File: src/rtl/enkel_core_p.sv
// enkel_core_p: parametrised accumulator CPU with a handshaked memory port,
// a blocking input port (GET), an output strobe (SHOW), conditional jump and HALT.
module enkel_core_p #(
  parameter int unsigned DATA_W   = 8,
  parameter int unsigned ADDR_W   = 8,
  parameter int unsigned RESET_PC = 0
) (
  input  logic              clk,
  input  logic              master_reset,
  input  logic              start,
  output logic              mem_req,
  output logic              mem_we,
  output logic [ADDR_W-1:0] mem_addr,
  output logic [DATA_W-1:0] mem_wdata,
  input  logic [DATA_W-1:0] mem_rdata,
  input  logic              mem_ack,
  input  logic [DATA_W-1:0] in_data,
  input  logic              in_valid,
  output logic              in_ready,
  output logic [DATA_W-1:0] show_out,
  output logic              show_valid,
  output logic              carry,
  output logic              status,
  output logic              halted
);

  localparam int unsigned OP_W = 3;
  localparam logic [ADDR_W-1:0] PC_INIT = ADDR_W'(RESET_PC);

  localparam logic [OP_W-1:0] OP_LD   = 3'b000;
  localparam logic [OP_W-1:0] OP_ADD  = 3'b001;
  localparam logic [OP_W-1:0] OP_NOT  = 3'b010;
  localparam logic [OP_W-1:0] OP_PUT  = 3'b011;
  localparam logic [OP_W-1:0] OP_GET  = 3'b100;
  localparam logic [OP_W-1:0] OP_SHOW = 3'b101;
  localparam logic [OP_W-1:0] OP_JMPC = 3'b110;
  localparam logic [OP_W-1:0] OP_HALT = 3'b111;

  typedef enum logic [2:0] {
    S_IDLE,
    S_FETCH_OP,
    S_FETCH_ARG,
    S_MEM_OP,
    S_EXEC,
    S_GET_WAIT,
    S_HALT
  } state_t;

  state_t            state, state_n;
  logic [ADDR_W-1:0] pc, pc_n;
  logic [DATA_W-1:0] acc, acc_n;
  logic [OP_W-1:0]   ir, ir_n;
  logic [ADDR_W-1:0] operand, operand_n;
  logic              carry_n;
  logic [DATA_W-1:0] show_n;
  logic              show_valid_n;
  logic              req_n, we_n, in_ready_n, status_n, halted_n;
  logic [ADDR_W-1:0] addr_n;
  logic [DATA_W-1:0] wdata_n;

  logic              xfer_c;
  logic [OP_W-1:0]   rd_op_c;
  logic [DATA_W:0]   sum_c;

  assign xfer_c  = mem_req & mem_ack;
  assign rd_op_c = mem_rdata[DATA_W-1 -: OP_W];
  assign sum_c   = {1'b0, acc} + {1'b0, mem_rdata};

  // State and datapath registers; bus/handshake outputs are registered from next-state values
  always_ff @(posedge clk or posedge master_reset) begin
    if (master_reset) begin
      state      <= S_IDLE;
      pc         <= PC_INIT;
      acc        <= '0;
      ir         <= '0;
      operand    <= '0;
      carry      <= 1'b0;
      show_out   <= '0;
      show_valid <= 1'b0;
      mem_req    <= 1'b0;
      mem_we     <= 1'b0;
      mem_addr   <= '0;
      mem_wdata  <= '0;
      in_ready   <= 1'b0;
      status     <= 1'b0;
      halted     <= 1'b0;
    end else begin
      state      <= state_n;
      pc         <= pc_n;
      acc        <= acc_n;
      ir         <= ir_n;
      operand    <= operand_n;
      carry      <= carry_n;
      show_out   <= show_n;
      show_valid <= show_valid_n;
      mem_req    <= req_n;
      mem_we     <= we_n;
      mem_addr   <= addr_n;
      mem_wdata  <= wdata_n;
      in_ready   <= in_ready_n;
      status     <= status_n;
      halted     <= halted_n;
    end
  end

  // Next-state, datapath and next bus request
  always_comb begin
    state_n      = state;
    pc_n         = pc;
    acc_n        = acc;
    ir_n         = ir;
    operand_n    = operand;
    carry_n      = carry;
    show_n       = show_out;
    show_valid_n = 1'b0;

    case (state)
      S_IDLE, S_HALT: begin
        if (start) begin
          state_n = S_FETCH_OP;
          pc_n    = PC_INIT;
        end
      end
      S_FETCH_OP: begin
        if (xfer_c) begin
          ir_n = rd_op_c;
          pc_n = pc + ADDR_W'(1);
          case (rd_op_c)
            OP_LD, OP_ADD, OP_PUT, OP_JMPC: state_n = S_FETCH_ARG;
            OP_GET:                         state_n = S_GET_WAIT;
            OP_HALT:                        state_n = S_HALT;
            default:                        state_n = S_EXEC;
          endcase
        end
      end
      S_FETCH_ARG: begin
        if (xfer_c) begin
          operand_n = mem_rdata[ADDR_W-1:0];
          pc_n      = pc + ADDR_W'(1);
          state_n   = (ir == OP_JMPC) ? S_EXEC : S_MEM_OP;
        end
      end
      S_MEM_OP: begin
        if (xfer_c) begin
          if (ir == OP_LD) begin
            acc_n = mem_rdata;
          end else if (ir == OP_ADD) begin
            {carry_n, acc_n} = sum_c;
          end
          state_n = S_FETCH_OP;
        end
      end
      S_EXEC: begin
        case (ir)
          OP_NOT: acc_n = ~acc;
          OP_SHOW: begin
            show_n       = acc;
            show_valid_n = 1'b1;
          end
          OP_JMPC: begin
            if (carry) pc_n = operand;
            carry_n = 1'b0;
          end
          default: ;
        endcase
        state_n = S_FETCH_OP;
      end
      S_GET_WAIT: begin
        if (in_valid && in_ready) begin
          acc_n   = in_data;
          state_n = S_FETCH_OP;
        end
      end
      default: state_n = S_IDLE;
    endcase

    // A pending request keeps its state, PC and operand, so the bus holds steady until ack
    req_n      = (state_n == S_FETCH_OP) || (state_n == S_FETCH_ARG) || (state_n == S_MEM_OP);
    we_n       = (state_n == S_MEM_OP) && (ir_n == OP_PUT);
    addr_n     = (state_n == S_MEM_OP) ? operand_n : pc_n;
    wdata_n    = acc_n;
    in_ready_n = (state_n == S_GET_WAIT);
    status_n   = (state_n != S_IDLE) && (state_n != S_HALT);
    halted_n   = (state_n == S_HALT);
  end

endmodule

File: config.mk
export PLATFORM = sky130hd
export DESIGN_NAME = enkel_core_p
export DESIGN_NICKNAME = d
export VERILOG_FILES = /design/src/rtl/enkel_core_p.sv
export SDC_FILE = /design/constraint.sdc
export NUM_CORES = 1
export LEC_CHECK = 0
export CORE_MARGIN = 10
export CORE_UTILIZATION = 30
export CTS_CLUSTER_SIZE = 12
export DETAILED_ROUTE_END_ITERATION = 7
export HOLD_SLACK_MARGIN = 0.06
export PLACE_DENSITY = 0.6
export SETUP_SLACK_MARGIN = 0.05
export SLEW_MARGIN = 15
export SYNTH_ARGS = -nofsm -noshare
export SYNTH_HDL_FRONTEND = slang
export SYNTH_SLANG_ARGS = --single-unit
File: constraint.sdc
create_clock -name clk -period 2.2 [get_ports clk]
set_input_delay 0.55 -clock clk [delete_from_list [all_inputs] [get_ports clk]]
set_output_delay 0.55 -clock clk [all_outputs]
set_load 0.05 [all_outputs]
[After elaboration in Yosys (flattened, before gate mapping)]
Index checks and enable logic that the tools add are counted.
Word-level totals
  flip-flop bits (word level): 53
  word-level logic and storage cells: 95
  output and inout bits: 31
  input port bits: 21
Operators by class
  bitwise operators: 2
  reduce and logical (&&, ||, !) cells: 17
  add/subtract/negate cells: 2
  mux-type cells: 31
  equal/unequal tests: 29
Operators with widths (number)
  $mux 8: 12
  $pmux 8 s3: 2
  $eq 3x3->1 const B: 10
  $mux 3: 8
  $eq 3x2->1 const B: 7
  $pmux 3 s6: 1
  $eq 3x1->1 const B: 4
  $ne 2x2->1 const B: 5
  $reduce_and 5->1: 2
  $add 8x8->9: 1
  $logic_not 3->1: 3
  $pmux 3 s3: 1
  $add 8x1->8 const B: 1
  $not 8->8: 1
  $mux 1: 6
  $ne 3x3->1 const B: 2
  $reduce_bool 3->1: 2
  $reduce_or 2->1: 2
  $reduce_or 4->1: 1
  $logic_and 1x1->1: 3
  $logic_or 1x1->1: 2
  $ne 2x1->1 const B: 1
  $pmux 1 s2: 1
  $reduce_and 2->1: 1
  2 further kinds: 2

[Depth between registers and ports, before layout]
Gate-level depths: netlist of the first run.
  depth in word-level cells: 8
  mapped depth: 9
  depth with buffers taken out: 9

[Worst setup path before layout of the first run]
No wires, ideal clock.
  path type: reg2reg
  start: register mem_req
  end: register mem_addr[0]
  period minus slack after synthesis: 2.454 ns
  setup slack: -0.254 ns
  buffers on the path: 2
  stages on the path, launching flop included: 9
  arrival: 2.329 ns
  data required time: 2.075 ns
  library setup time: 0.125 ns
  cells stage by stage: dfrtp_1 > and2_4 > nand2_2 > or3_1 > buf_2 > o311ai_4 > and2_1 > buf_6 > mux2_4
Between the ends
  word-level cells in the longest chain between the ends: 5
  elaborated cells on any way between the ends: 11
  classes of those cells: eq/ne: 1; mux: 9; bitwise: 1
Ends and longest elaborated chain
  start, declared: line 11  | output logic mem_req,
  start signal, assigned: line 96  | mem_req <= req_n;
  $and 1x1->1 (*): line 65  | assign xfer_c = mem_req & mem_ack;
  $mux 3, on equally long branches: line 144, 125, 137
  $pmux 3 s6 (*): line 117  | case (state)
  named net state_n[1]: line 49  | state_t state, state_n;
  $eq 3x2->1 (*): line 180  | addr_n = (state_n == S_MEM_OP) ? operand_n : pc_n;
  $mux 8 (*): line 180
  named net addr_n[0]: line 58  | logic [ADDR_W-1:0] addr_n;
  end signal, assigned: line 98  | mem_addr <= addr_n;
  end, declared: line 13  | output logic [ADDR_W-1:0] mem_addr,
The timed path passes the listed nets; every way through them passes the cells marked *.
A chain may end at the register's enable or synchronous reset.

[Final worst setup path of the first run]
  start: input mem_rdata[2]
  end: register acc[6]
Between the ends
  word-level cells in the longest chain between the ends: 5
Ends and longest elaborated chain
  start, declared: line 15  | input logic [DATA_W-1:0] mem_rdata,
  $add 8x8->9: line 67  | assign sum_c = {1'b0, acc} + {1'b0, mem_rdata};
  $mux 8: line 147  | end else if (ir == OP_ADD) begin
  $mux 8: line 145  | if (ir == OP_LD) begin
  $mux 8: line 144  | if (xfer_c) begin
  $pmux 8 s3: line 117
  end signal, assigned: line 90  | acc <= acc_n;
  end, declared: line 51  | logic [DATA_W-1:0] acc, acc_n;
No other way between the ends. The select of a mux whose other input is x is not followed.

==> results of run 1 <==
[where the power goes]
| group | leakage (nW) | switching [W] | internal (W) |
|---|---|---|---|
| clock | 0.0554 | 0.000338 | 0.000342 |
| combinational | 1.25 | 0.00210 | 0.00165 |
| sequential | 0.685 | 0.000298 | 0.00133 |
[worst paths after layout]
path,slack [ns],from,endpoint,cells past startpoint
worst max-delay path,0.06,mem_rdata[2],acc[6]$_DFFE_PP0P_,8
worst min-delay path,0.51,operand[1]$_DFF_PP0_,operand[1]$_DFF_PP0_,2
worst max register to register,0.07,acc[0]$_DFFE_PP0P_,acc[6]$_DFFE_PP0P_,9
worst min register to register,0.51,operand[1]$_DFF_PP0_,operand[1]$_DFF_PP0_,2
max in group asynchronous,1.34,master_reset,acc[1]$_DFFE_PP0P_,3
min in group asynchronous,0.60,master_reset,mem_addr[3]$_DFF_PP0_,3
[through the flow]
step                      cell area (µm²)  worst slack (ns)  setup TNS [ns]  hold slack [ns]
after floorplan                      3020           -0.0581          -0.407            0.458
after global placement               3990            -0.513           -7.84            0.490
after detailed placement             3990            -0.624           -8.62            0.482
after CTS                            4180            0.0503               0            0.510
after global routing                 4210           -0.0576         -0.0576            0.537
final                                4210            0.0586               0            0.508
[registers in the layout, summed over array words and instances, names as in the netlist]
signal,cells
acc,8
mem_addr,8
operand,8
pc,8
show_out,8
ir,3
state,3
carry,1
halted,1
in_ready,1
mem_req,1
mem_we,1
show_valid,1
status,1
[layout make-up]
| cell class | instances | share of cell area, % |
|---|---|---|
| Multi-Input combinational cell | 216 | 38.6 |
| Inverter | 17 | 1.63 |
| Clock buffer | 6 | 1.72 |
| Tap cell | 133 | 3.95 |
| Clock inverter | 2 | 0.921 |
| Timing Repair Buffer | 102 | 21.5 |
| Sequential cell | 53 | 31.6 |
[routing by layer]
metal | part of all wire, % | vias up | GRT usage, %
li1 | - | 1286 | -
met4 | 0.99 | 0 | 2.71
met2 | 48 | 57 | 19.7
met3 | 4.7 | 9 | 2.93
met5 | 0 | - | 0
met1 | 47 | 1294 | 15.0
[kinds of logic after synthesis]
kind of cell,share of synthesized area (%)
and+or+nand+nor,17.2
DFF,44.0
buffers and inverters,4.15
muxes,11.9
xor gates and xnor gates,0.582
AOI/OAI and AO/OA,17.7
adders and majority gates,4.40
[synthesized netlist by cell type (4+ instances only)]
cell and count:
a211oi_1 5, a21oi_1 9, a221o_1 5, a221oi_1 4, and3_1 5, buf_2 4, clkbuf_1 8, dfrtp_1 53
ha_1 9, inv_1 17, mux2_2 18, mux2_4 7, mux2i_1 5, nand2_1 25, nand2b_1 5, nand3_1 8
nor2_1 21, nor2b_1 8, nor3_1 8, o21ai_0 16, o21ai_1 5, or3_1 4
[worst register-to-register path: stages, from the launching register on]
cell and delay (ns):
dfrtp_2 0.44, ha_4 0.17, inv_4 0.05, fa_2 0.21
nor2b_2 0.05, o31a_1 0.30, o21ai_1 0.13, nand2b_1 0.10
or3_1 0.35, a22o_1 0.22
[what timing repair did]
action	CTS	global route
cloned	0	0
pin swaps	6	5
buffers inserted	5	1
gates resized for setup	27	9
endpoints found under the setup margin	17	13
==> flow_metrics.env, run 1 <==
export IMPL_start_util_pct=30.8
export IMPL_power_total_w=0.00606
export IMPL_arrival_ns=2.34
export IMPL_gr_total_overflow=0
export IMPL_rows=36
export IMPL_path_class="input port to flip-flop"
export IMPL_drv_slew=0
export IMPL_die_area_um2=14400
export IMPL_p_per_area_nw_per_um2=1440
export IMPL_hold_viol_final=0
export IMPL_cts_tree="done"
export IMPL_end_kind="flip-flop"
export IMPL_ant_nets=0
export IMPL_multiInputGateArea_um2=1630
export IMPL_antenna_found_initial=0
export IMPL_required_ns=2.40
export IMPL_peakVddDrop_mv=0.967
export IMPL_vias=2646
export IMPL_port_buffers=51
export IMPL_routedWlPerCell_um=16.0
export IMPL_die_y_um=120
export IMPL_critPathMaxFanout=4
export IMPL_drt_iter0_drc=95
export IMPL_hold_class="flip-flop to flip-flop"
export IMPL_die_x_um=120
export IMPL_final_cells=529
export IMPL_synthesis_nets=330
export IMPL_grt_pass1_wl_um=14000
export IMPL_grt_pass1_vias=2752
export IMPL_clk_latency_ns=0.31
export IMPL_seqCellArea_um2=1330
export IMPL_cts_hold_buf=0
export IMPL_synth_seq_area_share_pct=44.0
export IMPL_cts_max_level=2
export IMPL_synth_seq_cells=53
export IMPL_fmax_mhz=467
export IMPL_final_fill_count=951
export IMPL_tightest_slew_ns=0.533
export IMPL_final_common_cell="buf_4"
export IMPL_rsz0062_at_grt="true"
export IMPL_avgSynthCellArea_um2=10.1
export IMPL_drv_cap=0
export IMPL_grt_max_degree=54
export IMPL_p_leak_nw=1.99
export IMPL_synth_area_um2=3010
export IMPL_fin_util_pct=43.1
export IMPL_routed_wirelength_um=8450
export IMPL_startpoint_type="input port"
export IMPL_fin_crit_sh_pct=97.3
export IMPL_ys_types=55
export IMPL_root_buffer="clkbuf_8"
export IMPL_finalWorstPathRequiredPeriod_ns=2.14
export IMPL_synth_area_leaders="dfrtp_1, mux2_2, ha_1"
export IMPL_grt_usage_pct=11.8
export IMPL_yosys_warnings=0
export IMPL_path_clk_slew_ns=0.10
export IMPL_critPathBufInv=1
export IMPL_coreArea_um2=9770
export IMPL_first_pass_iters=4
export IMPL_crit_chain="dlygate4sd2_1 > ha_4 > nor2b_2 > o31a_1 > o21ai_1 > nand2b_1 > or3_1 > a22o_1"
export IMPL_async_flop_share_pct=100
export IMPL_drc=0
export IMPL_n_antenna_cell=0
export IMPL_synth_ff_type="dfrtp_1"
export IMPL_place_congestion=0.847
export IMPL_clockBufferDepth=2
export IMPL_synth_edff_count=0
export IMPL_outcome="completed"
export IMPL_yosys_area_top_type="dfrtp_1"
export IMPL_cts_buffers=5
export IMPL_area_growth_pct=39.8
export IMPL_critPathMaxStageDelay_ns=0.35
export IMPL_crit_family="compound AO/OA/AOI/OAI gates"
export IMPL_ios=52
export IMPL_vias_per_cell=5.00
export IMPL_drive_gt1_share_pct=28.8
export IMPL_relSlewSlack_pct=64.3
export IMPL_cts_sinks=53
export IMPL_synth_top_area_share_pct=44.0
export IMPL_cp_slowest_cell="or3_1"
export IMPL_setup_violations_final=0
export IMPL_nets=426
export IMPL_mostFrequentLayoutCells="buf_4, dfrtp_1, clkdlybuf4s50_1"
export IMPL_skew_ns=0.0104
export IMPL_dpl_cell_count=515
export IMPL_syn_instance_count=299
export IMPL_dp_hpwl_um=6270
Note: power is estimated with default switching activity, not from simulation.
==> run 2: changes to the inputs <==
--- a/config.mk
+++ b/config.mk
@@ -5,6 +5,7 @@
 export SDC_FILE = /design/constraint.sdc
 export NUM_CORES = 1
 export LEC_CHECK = 0
+export CAP_MARGIN = 30
 export CORE_MARGIN = 10
 export CORE_UTILIZATION = 30
 export CTS_CLUSTER_SIZE = 12
==> results of run 2 <==
Same layout as run 1: the final DEF is identical, and so are final timing and power.
